<file path="src/rtl/sync_bits_2ff.sv">
// Two-stage metastability synchronizer for a single asynchronous bit.
// Both stages clear asynchronously so the bit reads 0 right after reset.
module sync_bits_2ff (
    input  logic clk,
    input  logic rstn,
    input  logic d,
    output logic q
);
    logic r_meta;
    logic r_q;

    always_ff @(posedge clk or negedge rstn) begin
        if (!rstn) begin
            r_meta <= 1'b0;
            r_q    <= 1'b0;
        end else begin
            r_meta <= d;
            r_q    <= r_meta;
        end
    end

    assign q = r_q;
endmodule

</file>
<file path="src/rtl/dma_tdd_sync_rx.sv">
// TDD sync pulse receiver: synchronizes a stretched pulse, measures its width
// and reports a strobe for in-tolerance pulses or a short/long error otherwise.
module dma_tdd_sync_rx #(
    parameter int PULSE_WIDTH = 100000,
    parameter int TOLERANCE   = 1000
) (
    input  logic        clk,
    input  logic        rstn,
    input  logic        enable,
    input  logic        sync_pulse_in,
    output logic        sync_strobe,
    output logic [15:0] sync_count,
    output logic [31:0] width_last,
    output logic        err_short,
    output logic        err_long,
    output logic        busy
);
    localparam logic [31:0] MIN_W = 32'(PULSE_WIDTH - TOLERANCE);
    localparam logic [31:0] MAX_W = 32'(PULSE_WIDTH + TOLERANCE);

    localparam logic [1:0] S_IDLE     = 2'd0;
    localparam logic [1:0] S_MEASURE  = 2'd1;
    localparam logic [1:0] S_WAIT_LOW = 2'd2;

    localparam logic [1:0] EV_NONE  = 2'd0;
    localparam logic [1:0] EV_OK    = 2'd1;
    localparam logic [1:0] EV_SHORT = 2'd2;
    localparam logic [1:0] EV_LONG  = 2'd3;

    logic        s_sync;
    logic        r_sync_d;
    logic [1:0]  r_warm;
    logic        r_armed;
    logic [1:0]  r_state, w_state_nx;
    logic [31:0] r_cnt, w_cnt_nx;
    logic [31:0] r_width, w_width_nx;
    logic [1:0]  r_evt, w_evt_nx;
    logic        r_strobe, r_err_short, r_err_long;
    logic [15:0] r_sync_count;
    logic        w_sync_valid;
    logic        w_rise;

    sync_bits_2ff u_sync (
        .clk  (clk),
        .rstn (rstn),
        .d    (sync_pulse_in),
        .q    (s_sync)
    );

    // The synchronizer only carries real input samples two cycles after reset;
    // arming on a confirmed low keeps a pulse in flight at reset from counting.
    assign w_sync_valid = (r_warm == 2'd2);
    assign w_rise       = s_sync & ~r_sync_d & r_armed;

    always_comb begin
        w_state_nx = r_state;
        w_cnt_nx   = r_cnt;
        w_width_nx = r_width;
        w_evt_nx   = EV_NONE;
        if (!enable) begin
            w_state_nx = S_IDLE;
        end else begin
            case (r_state)
                S_IDLE: begin
                    if (w_rise) begin
                        w_state_nx = S_MEASURE;
                        w_cnt_nx   = 32'd1;
                    end
                end
                S_MEASURE: begin
                    if (!s_sync) begin
                        w_state_nx = S_IDLE;
                        w_width_nx = r_cnt;
                        w_evt_nx   = (r_cnt >= MIN_W && r_cnt <= MAX_W) ? EV_OK : EV_SHORT;
                    end else if (r_cnt >= MAX_W) begin
                        w_state_nx = S_WAIT_LOW;
                        w_width_nx = MAX_W + 32'd1;
                        w_evt_nx   = EV_LONG;
                    end else begin
                        w_cnt_nx = r_cnt + 32'd1;
                    end
                end
                S_WAIT_LOW: begin
                    if (!s_sync) w_state_nx = S_IDLE;
                end
                default: w_state_nx = S_IDLE;
            endcase
        end
    end

    always_ff @(posedge clk or negedge rstn) begin
        if (!rstn) begin
            r_sync_d     <= 1'b0;
            r_warm       <= 2'd0;
            r_armed      <= 1'b0;
            r_state      <= S_IDLE;
            r_cnt        <= 32'd0;
            r_width      <= 32'd0;
            r_evt        <= EV_NONE;
            r_strobe     <= 1'b0;
            r_err_short  <= 1'b0;
            r_err_long   <= 1'b0;
            r_sync_count <= 16'd0;
        end else begin
            r_sync_d <= s_sync;
            if (!w_sync_valid) r_warm <= r_warm + 2'd1;
            r_armed  <= r_armed | (w_sync_valid & ~s_sync);
            r_state  <= w_state_nx;
            r_cnt    <= w_cnt_nx;
            r_width  <= w_width_nx;
            r_evt    <= w_evt_nx;
            // Output register stage: one cycle after the FSM decision.
            r_strobe    <= (r_evt == EV_OK);
            r_err_short <= (r_evt == EV_SHORT);
            r_err_long  <= (r_evt == EV_LONG);
            if (r_evt == EV_OK) r_sync_count <= r_sync_count + 16'd1;
        end
    end

    assign sync_strobe = r_strobe;
    assign err_short   = r_err_short;
    assign err_long    = r_err_long;
    assign sync_count  = r_sync_count;
    assign width_last  = r_width;
    assign busy        = (r_state != S_IDLE);
endmodule

</file>
<file path="config.mk">
export PLATFORM = sky130hd
export DESIGN_NAME = dma_tdd_sync_rx
export DESIGN_NICKNAME = d
export VERILOG_FILES = /design/src/rtl/sync_bits_2ff.sv /design/src/rtl/dma_tdd_sync_rx.sv
export SDC_FILE = /design/constraint.sdc
export NUM_CORES = 1
export LEC_CHECK = 0
export ABC_AREA = 1
export ABC_CLOCK_PERIOD_IN_PS = 2100
export BUFFER_PORTS_ARGS = -buffer_cell sky130_fd_sc_hd__buf_2
export CAP_MARGIN = 20
export CORE_ASPECT_RATIO = 0.6
export CORE_MARGIN = 2
export CORE_UTILIZATION = 55
export DETAILED_ROUTE_END_ITERATION = 10
export PLACE_DENSITY = 0.76
export SLEW_MARGIN = 0
export SYNTH_ARGS = -nofsm -noshare
export SYNTH_HDL_FRONTEND = slang
export SYNTH_SLANG_ARGS = --single-unit
</file>
<file path="constraint.sdc">
create_clock -name clk -period 2.1 [get_ports clk]
set_input_delay 0.42 -clock clk [delete_from_list [all_inputs] [get_ports clk]]
set_output_delay 0.42 -clock clk [all_outputs]
set_load 0.02 [all_outputs]
</file>
==> run summary, run 1 <==
CP arrival = 1.99 ns
Share of layout cells above drive strength 1 = 0.1817
Drt total wl = 10470 um
Vias in the first global route = 3364
Sink Count = 93
WP data required = 2.34 ns
RR Startpoint = r_cnt[9]
Ant. Diodes = 0
Synth Cell Area = 4442 um2
Worst slew pin tran = 0.5141 ns
Synth area leader = dfrtp_1
Vias/cell = 5.158
Global route overflow = 0
Hold Fails Final Rpt = 0
Initial cell density of the core = 0.5657
Max Fclk = 570.5 MHz
Ys async rst share = 1.000
Max clock buf depth = 2
Clk root buf = clkbuf_16
RSZ-0062 raised after global routing = false
Fin nets = 625
Post-synth net total = 565
Die width = 120.0 um
Sequential fraction of the synthesis area = 0.5239
Fin cells = 730
All-Layer GR Usage = 0.2527
Fin. max-slew vios = 0
Final ANT Viol Nets = 0
Gpl congestion = 1.029
Filler cell count = 666
Most numerous cell in the Yosys netlist = nand2_1
R2R depth = 8
Ys flop type = dfrtp_1
Clock Latency Late Sink = 0.35 ns
H-tree levels = 3
Avg WL per Cell = 14.34 um
Post-layout minimum cycle time = 1.753 ns
Startpoint types = flip-flop
Area contributors post-synth = dfrtp_1 52%, nand2_1 19%, nor2_1 5.8%, inv_1 3.3%, nand3_1 2.9%
CP endpoint kind = flip-flop
FF+latch count, synth = 93
Synth cell count leaders = 225 x nand2_1, 93 x dfrtp_1, 69 x nor2_1, 39 x inv_1, 26 x nand3_1
Avg Inst Size Synth = 7.974 um2
# Max-Cap Violations = 0
Post-CTS Resized = 0
R2R Setup Slk = 0.35 ns
Crit Path Max Fanout = 22
EDFF count, synth = 0
Setup-failing EPs final = 0
Pre-CTS setup slack = 0.3842 ns
Port Buffers = 55
Cell area power density = 873.5 nW/um2
Final worst setup slack = 0.3473 ns
Syn Inst Count = 557
DRT Pass-1 Iters = 5
Post-synth top area share = 0.5239
TNS Setup = 0 ns
Io pins = 56
Distinct cells, synth = 34
Core ar. = 7851 um2
CTS Buf Count = 9
Die Ht = 73.61 um
Synth Warn # = 0
HP Class = input port to asynchronous set/reset pin
Largest net degree at the start of global routing = 37
Post-route clock period utilization = 0.8346
First-pass GRT wire length = 16990 um
Antenna violations before repair = 0
TritonCTS clock tree = done
Status = complete, no violations
Slew HR = 0.6573
# placed instances = 714
Setup Buffers After CTS = 0
Detailed-route via count = 3765
Clk slew on worst S/H paths = 0.07 ns
Worst vdd ir = 481.9 uV
Cts hold-fix bufs = 0
Die Area = 8834 um2
Rows = 25
Critical path type = flip-flop to flip-flop
Dpl hpwl = 7571 um
R2R Path End = width_last[0]
Setup Skew = 0.005666 ns
Leak = 2.874 nW
Initial DRC Count = 460
P&R area growth vs syn = 16.82%
DRC Markers = 0
-- sequential cells by signal, summed over array words and instances (netlist names), 2 cells and up --
signal / flops
width_last: 32
r_evt: 2
r_state: 2
r_warm: 2
sync_count: 16
r_cnt: 32
-- power breakdown --
part,internal (mW),switching [mW],leakage (nW)
Sequential,1.97,0.137,1.26
Combinational,0.236,0.501,1.46
Clock,0.974,0.719,0.152
-- worst max path at each step --
stage	startpoint	to
after floorplan	sync_count[1]	sync_count[12]
after global placement	r_cnt[12]	width_last[5]
after detailed placement	r_cnt[9]	width_last[1]
after CTS	r_cnt[9]	width_last[0]
after global routing	r_cnt[1]	r_cnt[14]
final	r_cnt[9]	width_last[0]
-- per-layer routing --
metal  track usage  share of wire  vias to the layer above
li1              -              -                     1828
met1        0.3932           0.50                     1768
met2        0.3554           0.41                      152
met3       0.05357          0.074                       17
met4       0.07059          0.012                        0
met5             0              0                        -
-- final cells by class --
cell class	count	area, um2	share of cell area
clock inverter	6	75.07	0.01447
inverter	56	210.2	0.04051
sequential	93	2327	0.4485
timing repair buffer	62	380.4	0.07331
multi-input combinational	395	1822	0.3511
clock buffer	10	239.0	0.04606
tap	108	135.1	0.02604
-- through the flow --
step / hold WS (ns) / utilization / area (um2) / total power, mW
floorplan: 0.1244 / - / 4442 / 2.561
global placement: 0.3355 / 0.6209 / 4875 / 2.840
detailed placement: 0.3347 / 0.6209 / 4875 / 2.862
CTS: 0.06172 / 0.6609 / 5189 / 4.562
global route: 0.08129 / 0.6609 / 5189 / 4.741
finish: 0.04051 / 0.6609 / 5189 / 4.532
-- placed cells by master, fill, tap and decap left out, types with 2 or more instances in the layout --
| master | Yosys | routed |
|---|---|---|
| nand2_1 | 225 | 225 |
| dfrtp_1 | 93 | 93 |
| nor2_1 | 69 | 69 |
| buf_2 | 6 | 54 |
| inv_1 | 39 | 39 |
| nand3_1 | 26 | 26 |
| inv_2 | 16 | 16 |
| xor2_1 | 11 | 11 |
| clkbuf_16 | 0 | 9 |
| nand4_1 | 8 | 8 |
| o21ai_0 | 8 | 8 |
| nor2_2 | 6 | 6 |
| a21oi_1 | 6 | 6 |
| nor3_1 | 6 | 6 |
| xnor2_1 | 5 | 5 |
| ha_1 | 4 | 4 |
| buf_4 | 3 | 4 |
| buf_12 | 0 | 4 |
| nor2_4 | 2 | 2 |
| nand3_2 | 2 | 2 |
| o21ai_1 | 2 | 2 |
| nor3_4 | 2 | 2 |
| nand2_4 | 2 | 2 |
| nand3b_1 | 2 | 2 |
| inv_6 | 0 | 2 |
-- logic make-up (layout without fill, tap and decap cells) --
group	count (synthesis)	count (layout)	share of synthesized area
buf+inv	69	134	0.06592
fa+ha+maj	4	4	0.01127
simple gates	355	355	0.3403
compound gates	20	20	0.02705
xor+xnor	16	16	0.03155
flops	93	93	0.5239
-- critical path, stage by stage, from the launching register on --
cell	delay [ns]
dfrtp_1	0.57
nand2_1	0.13
nor2_1	0.13
nand3_2	0.13
nand4_1	0.13
nand2_2	0.18
buf_12	0.23
nand2_1	0.08
nand2_1	0.06
Note: power is estimated with default switching activity, not from simulation.
==> inputs of run 2 (changes only) <==
ABC_AREA = 0   (was 1)
ABC_CLOCK_PERIOD_IN_PS = 1450   (was 2100)
CORE_UTILIZATION = 51   (was 55)
PLACE_DENSITY = 0.75   (was 0.76)
clock period = 1.45 ns   (was 2.1 ns; I/O delays follow)
==> run summary, run 2 <==
H-tree levels = 3 (unchanged)
Crit path launch = r_cnt[10]
Crit Path Max Fanout = 8 (-64%)
Initial cell density of the core = 0.5297 (-0.03607)
Dpl hpwl = 7284 um (-3.8%)
DRC Markers = 0 (unchanged)
Status = finished, violations left
P&R area growth vs syn = 48.14%
Worst Path Buf+Inv = 3 (+2)
Post-synth net total = 333 (-41%)
WP data required = 1.73 ns (-0.61 ns)
Die Ht = 71.43 um (-3.0%)
Critical path type = flip-flop to flip-flop
First-pass GRT wire length = 17270 um (+1.7%)
Core ar. = 7297 um2 (-7.1%)
Sequential fraction of the synthesis area = 0.6021 (+0.07819)
TritonCTS clock tree = done
Clk root buf = clkbuf_16
Port Buffers = 55 (unchanged)
Pre-CTS setup slack = -0.6977 ns (-1.082 ns)
Hold Fails Final Rpt = 0 (unchanged)
Worst vdd ir = 861.4 uV (+79%)
Post-synth top area share = 0.6021 (+0.07819)
CP endpoint kind = flip-flop
Initial DRC Count = 291 (-37%)
Most numerous cell in the Yosys netlist = dfrtp_1
Setup Skew = 0.008310 ns (+0.002644 ns)
# Max-Cap Violations = 0 (unchanged)
Clk pwr share = 0.411 (+0.038)
Failing checks = setup timing
Avg Inst Size Synth = 11.89 um2 (+49%)
Area contributors post-synth = dfrtp_1 60%, a22o_1 5.7%, and2_1 2.9%, xnor2_1 2.7%, nand2_1 2.2%
Synth Cell Area = 3865 um2 (-13%)
# placed instances = 557 (-22%)
Clk slew on worst S/H paths = 0.06 ns (about the same)
R2R Setup Slk = -0.72 ns (-1.07 ns)
Gpl congestion = 0.9387 (-8.8%)
Fin nets = 490 (-22%)
Sw Ratio = 0.2447 (-0.05481)
Startpoint types = flip-flop
Most frequent cells in the layout = 93 x dfrtp_1, 85 x buf_4, 53 x buf_2
Antenna violations before repair = 0 (unchanged)
Die Area = 8313 um2 (-5.9%)
Met1 usage = 0.4347 (+0.04149)
Synth cell count leaders = 93 x dfrtp_1, 25 x a22o_1, 23 x nand2_1, 18 x and2_1, 14 x nand3_1
Slowest stage cell, crit path = or4_4
Die width = 116.4 um (-3.0%)
Sink Count = 93 (unchanged)
Final worst setup slack = -0.7245 ns (-1.072 ns)
Ant. Diodes = 0 (unchanged)
CP peak stage delay = 0.58 ns (about the same)
Post-layout minimum cycle time = 2.174 ns (+0.4218 ns)
Top delay family on crit path = simple AND/OR/NAND/NOR gates
Share of layout cells above drive strength 1 = 0.4764 (+0.2947)
Met3 GRT Util = 0.08037 (+0.02680)
Max clock buf depth = 2 (unchanged)
Fin cells = 591 (-19%)
CTS Buf Count = 9 (unchanged)
R2R Path End = r_cnt[21]
RSZ-0062 raised after global routing = true
Worst slew pin tran = 0.6556 ns (+0.1415 ns)
Drt total wl = 12130 um (+16%)
Comb pwr share = 0.101 (-0.062)
Internal = 4.280 mW (+35%)
CP arrival = 2.45 ns (+0.46 ns)
Ys async rst share = 1.000 (unchanged)
Clock Latency Late Sink = 0.34 ns (about the same)
Leak = 2.820 nW (-1.9%)
Max Fclk = 459.9 MHz (-19%)
Io pins = 56 (unchanged)
R2R depth = 8 (unchanged)
Detailed-route via count = 3509 (-6.8%)
Setup crit end = r_cnt[21]
Setup-failing EPs final = 75 (+75)
Sequential power share = 0.488 (+0.024)
RR Startpoint = r_cnt[10]
Sw Pwr = 1.386 mW (+2.1%)
Synth Warn # = 0 (unchanged)
Final ANT Viol Nets = 0 (unchanged)
Largest net degree at the start of global routing = 59 (+59%)
All-Layer GR Usage = 0.2795 (+0.02680)
EDFF count, synth = 0 (unchanged)
FF+latch count, synth = 93 (unchanged)
Cell area power density = 989.8 nW/um2 (+13%)
Most common cell after layout, fill and taps aside = dfrtp_1
Post-route clock period utilization = 1.500 (+0.6650)
Vias/cell = 5.937 (+15%)
Syn Inst Count = 325 (-42%)
DRT Pass-1 Iters = 5 (unchanged)
HP Class = input port to flip-flop
Distinct cells, synth = 50 (+47%)
Crit-path cells = or4_4, a2111oi_4, nor3_4, buf_12, o21ai_4, buf_6, buf_8, and2_4
Global route overflow = 0 (unchanged)
Avg WL per Cell = 20.53 um (+43%)
Slew HR = 0.5589 (-0.09835)
Synth area leader = dfrtp_1
Top Usage Layer GRT = met1
Fin. max-slew vios = 0 (unchanged)
Ys flop type = dfrtp_1
CP Depth = 8 (unchanged)
Rows = 24 (-4.0%)
Vias in the first global route = 3244 (-3.6%)
GR Util met2 = 0.3973 (+0.04186)
==> run 2: changes by cell type after synthesis, moves of 7 or more <==
cell / before / now
nand2_1: 225 / 23
nor2_1: 69 / 8
inv_1: 39 / 8
a22o_1: 0 / 25
and2_1: 1 / 18
inv_2: 16 / 1
nand3_1: 26 / 14
a31oi_1: 0 / 9
clkbuf_1: 2 / 10
o31ai_1: 0 / 7
xnor2_1: 5 / 12
xor2_1: 11 / 4
==> run 2: through the flow <==
step | util | cell area [um2] | total power, mW | hold slack (ns) | TNS, ns
after global routing | 0.7846 | 5725 | 5.868 | 0.04010 | -47.94
after CTS | 0.7560 | 5517 | 5.652 | 0.04531 | -36.86
after floorplan | - | 3892 | 3.054 | -0.005591 | -32.27
after detailed placement | 0.6747 | 4923 | 3.317 | 0.3005 | -38.00
after global placement | 0.6747 | 4923 | 3.309 | 0.2991 | -34.71
final | 0.7846 | 5725 | 5.667 | 0.05195 | -44.38
==> run 2: cells by family (layout without fill, tap and decap cells) <==
| family | Yosys count | count (layout) | share of synthesized area |
|---|---|---|---|
| compound gates | 82 | 82 | 0.1674 |
| mux | 3 | 3 | 0.008417 |
| buf+inv | 23 | 185 | 0.02687 |
| fa+ha+maj | 4 | 4 | 0.01295 |
| flops | 93 | 93 | 0.6021 |
| simple gates | 104 | 104 | 0.1460 |
| xor+xnor | 16 | 16 | 0.03626 |
==> run 2: worst reg2reg max path, cell delays in order, from the launching register on <==
cell       delay [ns]
dfrtp_1          0.38
or4_4            0.58
a2111oi_4        0.33
nor3_4           0.10
buf_12           0.15
o21ai_4          0.14
buf_6            0.15
buf_8            0.13
and2_4           0.16
==> run 2: area by class of cell <==
cell class                      count  area (um2)
Sequential cell                    93        2327
Multi-Input combinational cell    209        1738
Fill cell                         414        1572
Timing Repair Buffer              160        1197
Clock buffer                       14       284.0
Tap cell                          104       130.1
Inverter                            9       33.78
Clock inverter                      2       15.01
==> run 2: worst min-delay path by stage <==
stage               cells after the start            end     startpoint  slack [ns]
global placement                        2     r_state[1]           rstn        0.30
detailed placement                      2     r_state[1]           rstn        0.30
global route                            1  u_sync.r_meta  sync_pulse_in        0.04
finish                                  1  u_sync.r_meta  sync_pulse_in        0.05
CTS                                     1  u_sync.r_meta  sync_pulse_in        0.05
floorplan                               0       err_long           rstn      -0.006
==> run 2: power by group through the flow <==
stage                     Clock, mW  Sequential (mW)  Combinational (mW)
final                          2.33             2.77               0.572
after floorplan                   0             2.91               0.149
after detailed placement          0             2.81               0.511
after global routing           2.47             2.78               0.618
after CTS                      2.34             2.76               0.554
after global placement            0             2.81               0.504
==> run 2: what timing repair did <==
action	4_1_cts	5_1_grt
setup buffers	10	7
setup endpoints to repair	77	78
endpoints found under the hold margin	58	0
pin swaps	23	22
resized for setup	41	37
cloned	1	0
hold buffers	1	0
==> run 2: routing by layer <==
layer | wire length (um) | up-vias
li1 | - | 1500
met1 | 5219 | 1750
met2 | 5482 | 223
met3 | 1151 | 36
met4 | 280 | 0
met5 | 0 | -
==> inputs of run 3 (changes only) <==
CORE_UTILIZATION = 45   (was 51)
PLACE_DENSITY = 0.68   (was 0.75)
==> run summary, run 3 (synthesized netlist as in run 2, its figures left out) <==
Status = finished, violations left
Failing checks = setup timing
Post-route clock period utilization = 1.509 (+0.008947)
Hold path cells = 1 (unchanged)
Worst slew pin tran = 0.4555 ns (-0.2001 ns)
Vias/cell = 5.377 (-9.4%)
CP endpoint kind = flip-flop
Startpoint types = flip-flop
Fin cells = 586 (-0.85%)
Gpl congestion = 0.9051 (-3.6%)
Final worst setup slack = -0.7375 ns (-0.01297 ns)
Clk slew on worst S/H paths = 0.06 ns (about the same)
Largest net degree at the start of global routing = 37 (-37%)
Pre-CTS setup slack = -0.7480 ns (-0.05022 ns)
# Max-Cap Violations = 0 (unchanged)
Post-layout minimum cycle time = 2.187 ns (+0.01297 ns)
Initial DRC Count = 176 (-40%)
CP arrival = 2.42 ns (-0.03 ns)
Ant. Diodes = 0 (unchanged)
Dpl hpwl = 7226 um (-0.80%)
Vias in the first global route = 3105 (-4.3%)
Hold Fails Final Rpt = 0 (unchanged)
First-pass GRT wire length = 16170 um (-6.4%)
Detailed-route via count = 3151 (-10%)
Cell area power density = 1009 nW/um2 (+1.9%)
Global route overflow = 0 (unchanged)
RSZ-0062 raised after global routing = true
Io pins = 56 (unchanged)
Most frequent cells in the layout = 92 x dfrtp_1, 75 x buf_4, 53 x buf_2
Die Ht = 75.79 um (+6.1%)
Slew HR = 0.6921 (+0.1332)
CTS Buf Count = 9 (unchanged)
Fin. max-slew vios = 0 (unchanged)
H-tree levels = 3 (unchanged)
R2R Setup Slk = -0.74 ns (about the same)
Port Buffers = 55 (unchanged)
Max Fclk = 457.2 MHz (-0.59%)
TritonCTS clock tree = done
Avg WL per Cell = 17.48 um (-15%)
Fin nets = 478 (-2.4%)
Core ar. = 8426 um2 (+15%)
Final ANT Viol Nets = 0 (unchanged)
Setup-failing EPs final = 68 (-9.3%)
Filler cell count = 632 (+53%)
WP data required = 1.68 ns (-0.05 ns)
Leak = 2.737 nW (-2.9%)
Antenna violations before repair = 0 (unchanged)
RR Startpoint = r_cnt[10]
Clk root buf = clkbuf_16
Setup Skew = 0.007451 ns (-0.0008586 ns)
Rows = 26 (+8.3%)
Most common cell after layout, fill and taps aside = dfrtp_1
Clock Latency Late Sink = 0.34 ns (about the same)
Max clock buf depth = 2 (unchanged)
All-Layer GR Usage = 0.2343 (-0.04518)
DRT Pass-1 Iters = 4 (-1)
DRC Markers = 0 (unchanged)
Critical path type = flip-flop to flip-flop
Die Area = 9370 um2 (+13%)
Hold endpoint = u_sync.r_meta
Min-delay src = sync_pulse_in
P&R area growth vs syn = 45.48%
Crit Path Max Fanout = 15 (+7)
Sink Count = 93 (unchanged)
HP Class = input port to flip-flop
Die width = 123.6 um (+6.2%)
R2R depth = 7 (-1)
Drt total wl = 10240 um (-16%)
Initial cell density of the core = 0.4587 (-0.07095)
R2R Path End = width_last[8]
Worst vdd ir = 693.0 uV (-20%)
Share of layout cells above drive strength 1 = 0.4578 (-0.01858)
# placed instances = 563 (+1.1%)
==> run 3: cell type report <==
class,instances,area (um2),area share
multi-input combinational,209,1725,0.3069
clock inverter,3,46.29,0.008233
sequential,93,2328,0.4141
tap,112,140.1,0.02492
timing repair buffer,148,1100,0.1956
inverter,9,36.28,0.006453
clock buffer,12,246.5,0.04384
==> run 3: per-layer routing <==
metal / GRT usage / vias to the layer above / share of wire
met5: 0 / - / 0
met4: 0.06439 / 0 / 0.0095
met3: 0.06362 / 7 / 0.061
met2: 0.3486 / 96 / 0.45
met1: 0.3406 / 1564 / 0.48
li1: - / 1484 / -
==> run 3: power by group <==
group          total, mW  switching (mW)  internal [mW]
logic              0.570           0.330          0.240
clock network       2.34           0.958           1.38
registers           2.77          0.0748           2.69
total               5.67            1.36           4.31
==> run 3: what timing repair did <==
action / 4_1_cts / 5_1_grt
hold buffers: 1 / 0
buffers inserted: 3 / 5
pin swaps: 11 / 16
cloned: 1 / 0
hold endpoints to repair: 22 / 0
gates resized for setup: 32 / 43
setup endpoints to repair: 73 / 77
==> run 3: worst max-delay path by stage <==
stage | startpoint | end | cells after the start
after CTS | r_cnt[10] | width_last[8] | 7
after global placement | r_cnt[25] | r_cnt[15] | 7
final | r_cnt[10] | width_last[8] | 7
after global routing | r_cnt[10] | width_last[10] | 7
after floorplan | r_cnt[10] | width_last[10] | 7
after detailed placement | r_cnt[10] | width_last[4] | 7
==> run 3: stage by stage <==
step	hold slack, ns	util	TNS, ns	power (mW)	instance area [um2]
6_report	0.06503	0.6674	-42.93	5.673	5623
5_1_grt	0.04643	0.6674	-47.65	5.885	5623
4_1_cts	0.05355	0.6396	-43.78	5.701	5389
3_5_place_dp	0.2248	0.5870	-45.05	3.333	4946
3_3_place_gp	0.2278	0.5870	-41.73	3.315	4946
2_1_floorplan	-0.005591	-	-32.27	3.054	3892
==> run 3: worst max-delay path, cell delays in order (launching register included) <==
cell	delay, ns
dfrtp_1	0.38
or4_4	0.58
a2111oi_4	0.26
nor3_2	0.10
buf_4	0.17
a21o_4	0.22
buf_12	0.15
a22o_1	0.22
